<file path="src/rtl/hdc_pkg.sv">
// Shared types and helpers for the HDC spam/ham classifier sequencer.
// Holds result codes, the sequencer state type and the byte tokenizer.
package hdc_pkg;

    localparam int NUM_CHAR = 37;
    localparam int IDX_W    = $clog2(NUM_CHAR);

    localparam logic [1:0] RES_HAM  = 2'b01;
    localparam logic [1:0] RES_SPAM = 2'b00;
    localparam logic [1:0] RES_NONE = 2'b11;

    typedef enum logic [2:0] {
        S_LOAD,
        S_ENC,
        S_ENC_DRAIN,
        S_SIM,
        S_SIM_DRAIN,
        S_DECIDE
    } state_t;

    // Case-folded letters map to 11..36, digits to 1..10, anything else to 0
    function automatic logic [IDX_W-1:0] char_to_idx(input logic [7:0] ch);
        logic [IDX_W-1:0] t;
        t = '0;
        if (ch >= 8'h41 && ch <= 8'h5a) begin
            t = IDX_W'(ch - 8'h41 + 8'd11);
        end else if (ch >= 8'h61 && ch <= 8'h7a) begin
            t = IDX_W'(ch - 8'h61 + 8'd11);
        end else if (ch >= 8'h30 && ch <= 8'h39) begin
            t = IDX_W'(ch - 8'h30 + 8'd1);
        end
        return t;
    endfunction

endpackage

</file>
<file path="src/rtl/hdc_delay_line.sv">
// Fixed-latency valid+tag shift register that aligns control strobes
// with data returning from the external memories.
module hdc_delay_line #(
    parameter int LAT = 2,
    parameter int W   = 1
) (
    input  logic         clk,
    input  logic         reset,
    input  logic         src_valid,
    input  logic [W-1:0] src_tag,
    output logic         dly_valid,
    output logic [W-1:0] dly_tag
);

    logic [LAT-1:0] vld;
    logic [W-1:0]   tag [LAT];

    always_ff @(posedge clk) begin
        if (!reset) begin
            vld <= '0;
            for (int i = 0; i < LAT; i++) begin
                tag[i] <= '0;
            end
        end else begin
            vld[0] <= src_valid;
            tag[0] <= src_tag;
            for (int i = 1; i < LAT; i++) begin
                vld[i] <= vld[i-1];
                tag[i] <= tag[i-1];
            end
        end
    end

    assign dly_valid = vld[LAT-1];
    assign dly_tag   = tag[LAT-1];

endmodule

</file>
<file path="src/rtl/hdc_classify_seq.sv">
// HDC classifier sequencer: tokenize, encode pass, similarity pass, decide.
// Define HDC_COS_NORM_EN to weight dot products by the opposite prototype norm.
module hdc_classify_seq
    import hdc_pkg::*;
#(
    parameter int MAX_LENGTH = 200,
    parameter int DIM        = 10000,
    parameter int ACC_W      = 16,
    parameter int DOT_W      = 32,
    parameter int IM_LAT     = 2
) (
    input  logic                       clk,
    input  logic                       reset,
    input  logic                       in_valid,
    output logic                       in_ready,
    input  logic [7:0]                 in_char,
    input  logic                       in_last,
    output logic                       im_rd_en,
    output logic [IDX_W-1:0]           im_char_idx,
    output logic [$clog2(DIM)-1:0]     dim_addr,
    output logic                       acc_en,
    output logic                       acc_first,
    output logic                       acc_last,
    input  logic                       acc_out_valid,
    input  logic [ACC_W-1:0]           acc_out,
    output logic                       hv_rd_en,
    output logic [ACC_W+$clog2(DIM):0] thr_sum,
    output logic                       dot_en,
    output logic                       dot_clr,
    input  logic [DOT_W-1:0]           dot_ham,
    input  logic [DOT_W-1:0]           dot_spam,
    input  logic [15:0]                norm_ham,
    input  logic [15:0]                norm_spam,
    output logic [1:0]                 result,
    output logic                       res_valid,
    output logic                       ovf
);

    localparam int DW  = $clog2(DIM);
    localparam int CW  = $clog2(MAX_LENGTH + 1);
    localparam int RW  = $clog2(DIM + 1);
    localparam int TW  = ACC_W + DW + 1;
    localparam int PW  = DOT_W + 17;
    localparam int DRW = $clog2(IM_LAT + 1);

    state_t state, state_nx;

    logic [IDX_W-1:0] buf_mem [MAX_LENGTH];
    logic [CW-1:0]    cnt, len, cidx;
    logic [DW-1:0]    dcnt;
    logic [RW-1:0]    rcv;
    logic [DRW-1:0]   drn;

    logic accept, c_last, d_last, rcv_done, drn_end, clr_tok;
    logic acc_v;
    logic [1:0] acc_tag;
    logic signed [PW-1:0] cmp_a, cmp_b;

    assign accept   = in_valid & in_ready;
    assign c_last   = (cidx == len - CW'(1));
    assign d_last   = (dcnt == DW'(DIM - 1));
    assign rcv_done = (rcv == RW'(DIM));
    assign drn_end  = (drn == DRW'(IM_LAT - 1));

    assign im_char_idx = buf_mem[cidx];
    assign dim_addr    = dcnt;

    always_ff @(posedge clk) begin
        if (!reset) begin
            state <= S_LOAD;
        end else begin
            state <= state_nx;
        end
    end

    always_comb begin
        state_nx = state;
        in_ready = 1'b0;
        im_rd_en = 1'b0;
        hv_rd_en = 1'b0;
        clr_tok  = 1'b0;
        unique case (state)
            S_LOAD: begin
                in_ready = 1'b1;
                if (in_valid && in_last) state_nx = S_ENC;
            end
            S_ENC: begin
                im_rd_en = 1'b1;
                if (c_last && d_last) state_nx = S_ENC_DRAIN;
            end
            // The clear token rides the dot delay line one slot ahead of d=0
            S_ENC_DRAIN: begin
                if (rcv_done) begin
                    clr_tok  = 1'b1;
                    state_nx = S_SIM;
                end
            end
            S_SIM: begin
                hv_rd_en = 1'b1;
                if (d_last) state_nx = S_SIM_DRAIN;
            end
            S_SIM_DRAIN: begin
                if (drn_end) state_nx = S_DECIDE;
            end
            S_DECIDE: state_nx = S_LOAD;
            default:  state_nx = S_LOAD;
        endcase
    end

    always_ff @(posedge clk) begin
        if (accept && cnt != CW'(MAX_LENGTH)) begin
            buf_mem[cnt] <= char_to_idx(in_char);
        end
    end

    always_ff @(posedge clk) begin
        if (!reset) begin
            cnt       <= '0;
            len       <= '0;
            cidx      <= '0;
            dcnt      <= '0;
            rcv       <= '0;
            drn       <= '0;
            thr_sum   <= '0;
            ovf       <= 1'b0;
            result    <= RES_NONE;
            res_valid <= 1'b0;
        end else begin
            res_valid <= 1'b0;
            if (accept) begin
                if (cnt != CW'(MAX_LENGTH)) cnt <= cnt + CW'(1);
                ovf <= (cnt == CW'(MAX_LENGTH)) | (ovf & (cnt != '0));
                if (in_last) begin
                    len     <= (cnt == CW'(MAX_LENGTH)) ? cnt : cnt + CW'(1);
                    cnt     <= '0;
                    cidx    <= '0;
                    dcnt    <= '0;
                    rcv     <= '0;
                    thr_sum <= '0;
                end
            end
            if (im_rd_en) begin
                if (c_last) begin
                    cidx <= '0;
                    dcnt <= d_last ? '0 : dcnt + DW'(1);
                end else begin
                    cidx <= cidx + CW'(1);
                end
            end
            if (hv_rd_en) dcnt <= d_last ? '0 : dcnt + DW'(1);
            if (acc_out_valid && (state == S_ENC || state == S_ENC_DRAIN)) begin
                rcv     <= rcv + RW'(1);
                thr_sum <= thr_sum + {{(TW-ACC_W){acc_out[ACC_W-1]}}, acc_out};
            end
            if (state == S_SIM_DRAIN) drn <= drn_end ? '0 : drn + DRW'(1);
            if (state == S_DECIDE) begin
                res_valid <= 1'b1;
                if (cmp_a > cmp_b)      result <= RES_HAM;
                else if (cmp_a < cmp_b) result <= RES_SPAM;
                else                    result <= RES_NONE;
            end
        end
    end

`ifdef HDC_COS_NORM_EN
    assign cmp_a = PW'($signed(dot_ham))  * PW'($signed({1'b0, norm_spam}));
    assign cmp_b = PW'($signed(dot_spam)) * PW'($signed({1'b0, norm_ham}));
`else
    logic unused_norm;
    assign unused_norm = ^{norm_ham, norm_spam};
    assign cmp_a = PW'($signed(dot_ham));
    assign cmp_b = PW'($signed(dot_spam));
`endif

    hdc_delay_line #(.LAT(IM_LAT), .W(2)) u_acc_dly (
        .clk       (clk),
        .reset     (reset),
        .src_valid (im_rd_en),
        .src_tag   ({cidx == '0, c_last}),
        .dly_valid (acc_v),
        .dly_tag   (acc_tag)
    );

    assign acc_en    = acc_v;
    assign acc_first = acc_v & acc_tag[1];
    assign acc_last  = acc_v & acc_tag[0];

    hdc_delay_line #(.LAT(IM_LAT), .W(1)) u_dot_dly (
        .clk       (clk),
        .reset     (reset),
        .src_valid (hv_rd_en),
        .src_tag   (clr_tok),
        .dly_valid (dot_en),
        .dly_tag   (dot_clr)
    );

endmodule
</file>
<file path="config.mk">
export PLATFORM = sky130hd
export DESIGN_NAME = hdc_classify_seq
export DESIGN_NICKNAME = d
export VERILOG_FILES = /design/src/rtl/hdc_pkg.sv /design/src/rtl/hdc_delay_line.sv /design/src/rtl/hdc_classify_seq.sv
export SDC_FILE = /design/constraint.sdc
export NUM_CORES = 1
export LEC_CHECK = 0
export BUFFER_PORTS_ARGS = -buffer_cell sky130_fd_sc_hd__buf_2
export CAP_MARGIN = 20
export CORE_MARGIN = 4
export CORE_UTILIZATION = 45
export DETAILED_ROUTE_END_ITERATION = 16
export GPL_TIMING_DRIVEN = 0
export PLACE_DENSITY = 0.59
export SKIP_LAST_GASP = 1
export SYNTH_ARGS = -nofsm -noshare
export SYNTH_HDL_FRONTEND = slang
export SYNTH_SLANG_ARGS = --single-unit
</file>
<file path="constraint.sdc">
create_clock -name clk -period 21.5 [get_ports clk]
set_input_delay 4.3 -clock clk [delete_from_list [all_inputs] [get_ports clk]]
set_output_delay 4.3 -clock clk [all_outputs]
set_load 0.05 [all_outputs]
</file>
==> flow_summary.toml, run 1 <==
[hold_path]
hold_path.class = "flop to flop"
worstHoldPathCells = 1

[status]
outcome = "complete, no violations"

[clocking]
htree_levels = 4
cts_sinks = 1310
clock_latency_ns = 0.74
ctsHoldBuffers = 0
clockBufferDepth = 3
cts-root-buf = "clkbuf_16"
path_clk_slew_ns = 0.06
cts_resized = 0
cts_tree = "done"
cts_buffers = 138
cts_setup_buffers = 0

[logic_synthesis]
yosysTopAreaCellShare = 0.669
synth_flop_cell = "edfxtp_1"
syn-num-nets = 3112
synth_area_mm2 = 0.0539
synth_edf_count = 1200
postSynth.asyncResetShare = 0
syn_area_per_cell_um2 = 18.5
synth-seq-cells = 1310
ys_warn_count = 0
syn_inst = 2907
synth.distinct_cells = 70
synth.area.top_cells = "edfxtp_1, mux4_2, dfxtp_1"
yosysTopAreaCell = "edfxtp_1"
synth-seq-area-share = 0.710

[sta]
hold_viol_final = 0
period_minus_slack_ns = 9.59
maxSlewViolCount = 0
worst_slack_ns = 11.91
slew_headroom = 0.312
min_period_over_period = 0.446
rsz0062_at_grt = "no"
setup_viol = 0
timing.fmax_mhz = 104
finalClockSkew_ns = 0.0200
worst_pin_slew_ns = 1.03

[setup_path]
end_kind = "output port"
rr_worst_depth = 10
crit_buf_inv = 4
criticalPathCategory = "flop to output port"
start_kind = "flop"
worst_ep_arrival_time_ns = 5.29
required_ns = 17.20
crit_path_top_delay_cell = "clkbuf_1"
r2r-start = "cnt[5]"
r2r_setup_slack_ns = 17.02
cp_top_family = "multiplexers"
crit_chain = "clkbuf_1 > clkbuf_1 > clkbuf_1 > mux4_2 > mux4_2 > mux4_2 > mux4_2 > buf_2"
cpMostUsedCell = "mux4_2"
critPathMaxStageDelay_ns = 0.78
path_depth = 8
timing.rr.end = "buf_mem[72][3]"
endpoint = "im_char_idx[2]"
critical_path.max_fanout = 10

[floorplanning]
die_h_um = 354
io_pins = 188
coreArea_mm2 = 0.118
dieArea_mm2 = 0.125
rows = 126
dieWidth_um = 354
initial_core_util = 0.455

[grt]
grt_usage = 0.222
overflow = 0
grt_max_degree = 139
antenna_found_initial = 4
grt_pass1_wl_um = 204000
first_global_vias = 29600

[drt]
wl_per_cell_um = 27.9
drc = 0
antenna_left = 0
dr.pass1.iters = 7
routed_via_density = 5.87
drtIter0Drc = 2996
routed_wl_um = 138000
vias = 29100

[finish]
mostFrequentLayoutCells = "edfxtp_1, mux4_2, nor2_1"
nFillCells = 9335
multiInputGateArea_mm2 = 0.0149
final_common_cell = "edfxtp_1"
drive_gt1_frac = 0.253
final_cells = 4952
seq_area_mm2 = 0.0382
finalNetCount = 3446
synthToLayoutAreaGrowth_pct = 14.8

[placed_design]
portBuffers = 154
pre_cts_ws_ns = 12.56
dp_cells = 4697
place_hpwl_um = 96900
gp_congestion = 0.873

[power_and_ir_drop]
powerDensity_mw_per_mm2 = 86.6
vdd_drop_max_uv = 82.6
leakagePower_nw = 17.7

[run]
max_cap_viol_count = 0
-- per-layer routing --
layer	GRT usage	share of wire
met3	0.0378	0.067
met4	0.0602	0.025
met2	0.362	0.49
met5	0	0
met1	0.312	0.42
-- cells in the mapped netlist (3+ instances only) --
library cell / number
edfxtp_1: 1200
mux4_2: 396
nor2_1: 274
dfxtp_1: 110
clkbuf_1: 109
nand2_1: 103
a21oi_1: 85
ha_1: 79
inv_1: 57
o21ai_0: 55
nand3_1: 44
nor3_1: 35
xnor2_1: 30
a21o_1: 27
buf_2: 25
and3_1: 22
buf_1: 18
nand4_1: 18
o21ai_1: 18
nor2b_1: 14
xor2_1: 14
and2_1: 13
or3_1: 13
nand2b_1: 12
nor4_1: 10
mux2_2: 9
o31ai_1: 9
nand3b_1: 8
a211oi_1: 6
a22oi_1: 6
o21a_1: 6
o21bai_1: 6
or2_2: 6
a211o_1: 5
o211ai_1: 5
a31oi_1: 4
mux2i_1: 4
or4_1: 4
a22o_1: 3
a311oi_1: 3
nand4b_1: 3
nor3b_1: 3
nor4b_1: 3
-- state kept, by name, summed over array words and instances (netlist names), named ones only --
register	count
u_acc_dly.tag	4
thr_sum	31
u_dot_dly.tag	2
res_valid	1
u_dot_dly.vld	2
drn	2
cidx	8
ovf	1
result	2
cnt	8
rcv	14
state	3
len	8
dim_addr	14
buf_mem	1200
u_acc_dly.vld	2
-- cell type report --
type,count,area share
tap,1600,0.0324
sequential,1310,0.619
inverter,59,0.00358
buffer,152,0.00990
antenna,1,0.0000405
clock inverter,70,0.00978
timing repair buffer,194,0.0250
multi-input combinational,1386,0.240
clock buffer,180,0.0604
-- through the flow --
stage / area [µm²] / total power [mW] / utilization / hold slack (ns) / TNS [ns]
floorplan: 53900 / 3.02 / - / 0.406 / 0
global placement: 56600 / 3.12 / 0.478 / 0.416 / -455.37
detailed placement: 57400 / 3.12 / 0.485 / 0.421 / 0
CTS: 61800 / 5.39 / 0.522 / 0.437 / 0
global route: 61800 / 5.52 / 0.522 / 0.453 / 0
finish: 61800 / 5.35 / 0.522 / 0.434 / 0
-- report_power, final --
group          internal, mW  total, mW  leakage (nW)  switching (mW)
Combinational         0.104      0.278          5.42           0.174
Sequential             2.79       2.79          10.2         0.00588
Clock                  1.29       2.28          2.11           0.987
-- worst register-to-register path, cell delays in order (launching register included) --
cell      delay, ns
dfxtp_1        0.30
clkbuf_1       0.43
nor2_1         0.19
nand3_1        0.51
or2_2          0.22
clkbuf_1       0.31
nand2_1        0.13
nor3b_1        0.45
nand2_1        0.29
clkbuf_2       0.53
nor2_1         0.73
-- logic make-up after synthesis --
kind of cell,Yosys count,synth area share
compound gates,256,0.0292
fa+ha+maj,80,0.0187
xor+xnor,44,0.00716
mux,409,0.168
simple gates,597,0.0514
flops,1310,0.710
buf+inv,211,0.0153
-- worst min path at each step --
| stage | start | end | slack (ns) |
|---|---|---|---|
| final | u_acc_dly.tag[0][0] | u_acc_dly.tag[0][2] | 0.43 |
| after global routing | u_dot_dly.tag[0][0] | u_dot_dly.tag[0][1] | 0.45 |
| after CTS | u_acc_dly.vld[0] | u_acc_dly.vld[1] | 0.44 |
| after detailed placement | u_acc_dly.vld[0] | u_acc_dly.vld[1] | 0.42 |
| after global placement | drn[1] | drn[1] | 0.42 |
| after floorplan | u_acc_dly.tag[0][0] | u_acc_dly.tag[0][2] | 0.41 |
Note: power is estimated with default switching activity, not from simulation.
==> inputs of run 2 (changes only) <==
PLACE_DENSITY = 0.61   (was 0.59)
clock period = 8.14 ns   (was 21.5 ns; I/O delays follow)
==> run 2 against run 1 <==
Compared with the run above:
- first-iteration DRC count increased by 15%
- count of clock-buffer cells in the layout decreased by 16
- sequential power increased to 2.6 times the previous value
- sequential share of layout area decreased by 0.22 points
- register-to-register slack got worse by 13 ns
- die area unchanged
- core utilization increased by 0.19 points
- sequential cell count unchanged
- worst hold slack about the same
- via count increased by 1.2%
- clock skew about the same
- non-clock buffer count increased by 2
- critical path type unchanged
- highest routed layer is now met5
==> flow_summary.toml, run 2 (synthesis gave the netlist of run 1 again) <==
[setup_path]
required_ns = 6.51
path_depth = 8
rr_worst_depth = 10
critPathMaxStageDelay_ns = 0.88
criticalPathCategory = "flop to output port"
crit_chain = "clkbuf_1 > clkbuf_1 > buf_1 > mux4_2 > mux4_2 > mux4_2 > mux4_2 > buf_2"
end_kind = "output port"
start_kind = "flop"
r2r-start = "cnt[5]"
timing.rr.end = "buf_mem[120][5]"
worst_ep_arrival_time_ns = 5.19
crit_buf_inv = 4
cp_top_family = "multiplexers"
cpMostUsedCell = "mux4_2"
crit_path_top_delay_cell = "buf_1"
r2r_setup_slack_ns = 3.58
critical_path.max_fanout = 10

[hold_path]
worstHoldPathCells = 1
hold_path.class = "flop to flop"
hold-path-endpoint = "u_dot_dly.vld[1]"
min_from = "u_dot_dly.vld[0]"

[sta]
min_period_over_period = 0.838
setup_viol = 0
timing.fmax_mhz = 147
slew_headroom = 0.264
period_minus_slack_ns = 6.82
maxSlewViolCount = 0
hold_viol_final = 0
finalClockSkew_ns = 0.0199
whs_ns = 0.433
worst_pin_slew_ns = 1.10
rsz0062_at_grt = "no"

[placed_design]
gp_congestion = 0.852
dp_cells = 4700
place_hpwl_um = 96500
placed_area_mm2 = 0.0575
portBuffers = 154

[finish]
regMostFlops = "buf_mem"
seq_area_mm2 = 0.0382
finalInstanceArea_mm2 = 0.0620
largest_register_ffs = 1200
finalNetCount = 3447
final_cells = 4951
reg_top3 = "buf_mem (1200), thr_sum (31)"
drive_gt1_frac = 0.255
mostFrequentLayoutCells = "edfxtp_1, mux4_2, nor2_1"
final_common_cell = "edfxtp_1"
multiInputGateArea_mm2 = 0.0149
nFillCells = 9297
final_util = 0.524
synthToLayoutAreaGrowth_pct = 15.2

[clocking]
cts_buffers = 137
cts_resized = 0
clock_latency_ns = 0.74
path_clk_slew_ns = 0.06
cts_setup_buffers = 0
clockBufferDepth = 3
ctsHoldBuffers = 0
htree_levels = 4
cts-root-buf = "clkbuf_16"
cts_tree = "done"
cts_sinks = 1310

[floorplanning]
rows = 126
dieWidth_um = 354
die_h_um = 354
io_pins = 188
initial_core_util = 0.455
dieArea_mm2 = 0.125
coreArea_mm2 = 0.118

[drt]
antenna_left = 0
drc = 0
dr.pass1.iters = 5
drtIter0Drc = 3437
routed_wl_um = 138000
routed_via_density = 5.94
vias = 29400
wl_per_cell_um = 27.9

[power_and_ir_drop]
p_int_mw = 11.4
power.share.sequential = 0.511
p_sw_mw = 3.06
leakagePower_nw = 17.8
powerDensity_mw_per_mm2 = 232
combPwrFrac = 0.051
clkPwrFrac = 0.438
netSwitchingFraction = 0.212
vdd_drop_max_uv = 203

[grt]
overflow = 0
grt_usage = 0.221
first_global_vias = 29800
grt_pass1_wl_um = 203000
antenna_found_initial = 11
grt_max_degree = 137

[run]
max_cap_viol_count = 0

[status]
outcome = "complete, no violations"
[run 2: cell count changes in the layout (fill, tap and decap cells not counted), moves of 3 or more]
cell,delta
buf_6,+4
buf_8,-4
bufinv_16,+11
clkbuf_1,-14
clkbuf_8,-4
clkinv_8,-3
clkinvlp_4,+3
diode_2,+3
inv_6,+3
[run 2: worst max path at each step]
stage,start,endpoint
2_1_floorplan,in_char[0],buf_mem[0][5]
3_3_place_gp,in_char[0],buf_mem[12][5]
3_5_place_dp,flop,im_char_idx[2]
4_1_cts,flop,im_char_idx[2]
5_1_grt,flop,im_char_idx[2]
6_report,flop,im_char_idx[2]
[run 2: stage by stage]
stage | total power, mW | setup TNS [ns] | setup WS, ns
2_1_floorplan | 7.98 | -7.77 | -0.0199
3_3_place_gp | 8.23 | -3007.96 | -5.47
3_5_place_dp | 8.25 | 0 | 1.89
4_1_cts | 14.5 | 0 | 1.06
5_1_grt | 14.8 | 0 | 1.16
6_report | 14.4 | 0 | 1.32
[run 2: area by class of cell]
cell class	instances	area share
antenna	4	0.000161
buffer	152	0.00986
clock buffer	164	0.0593
clock inverter	80	0.0136
inverter	59	0.00357
multi-input combinational	1386	0.239
sequential	1310	0.616
tap	1600	0.0323
timing repair buffer	196	0.0254
[run 2: metal layers]
layer,share of wire,global-route usage,routed length (µm),up-vias
met1,0.40,0.305,55700,15400
met2,0.49,0.359,67700,1292
met4,0.029,0.0661,4040,4
met3,0.078,0.0449,10700,264
li1,-,-,-,12400
met5,0.00020,0,27,-
[run 2: power groups by stage]
stage / combinational (mW) / sequential, mW / clock (mW)
2_1_floorplan: 0.422 / 7.56 / 0
3_3_place_gp: 0.673 / 7.55 / 0
3_5_place_dp: 0.739 / 7.51 / 0
4_1_cts: 0.742 / 7.37 / 6.40
5_1_grt: 0.791 / 7.37 / 6.69
6_report: 0.736 / 7.37 / 6.31
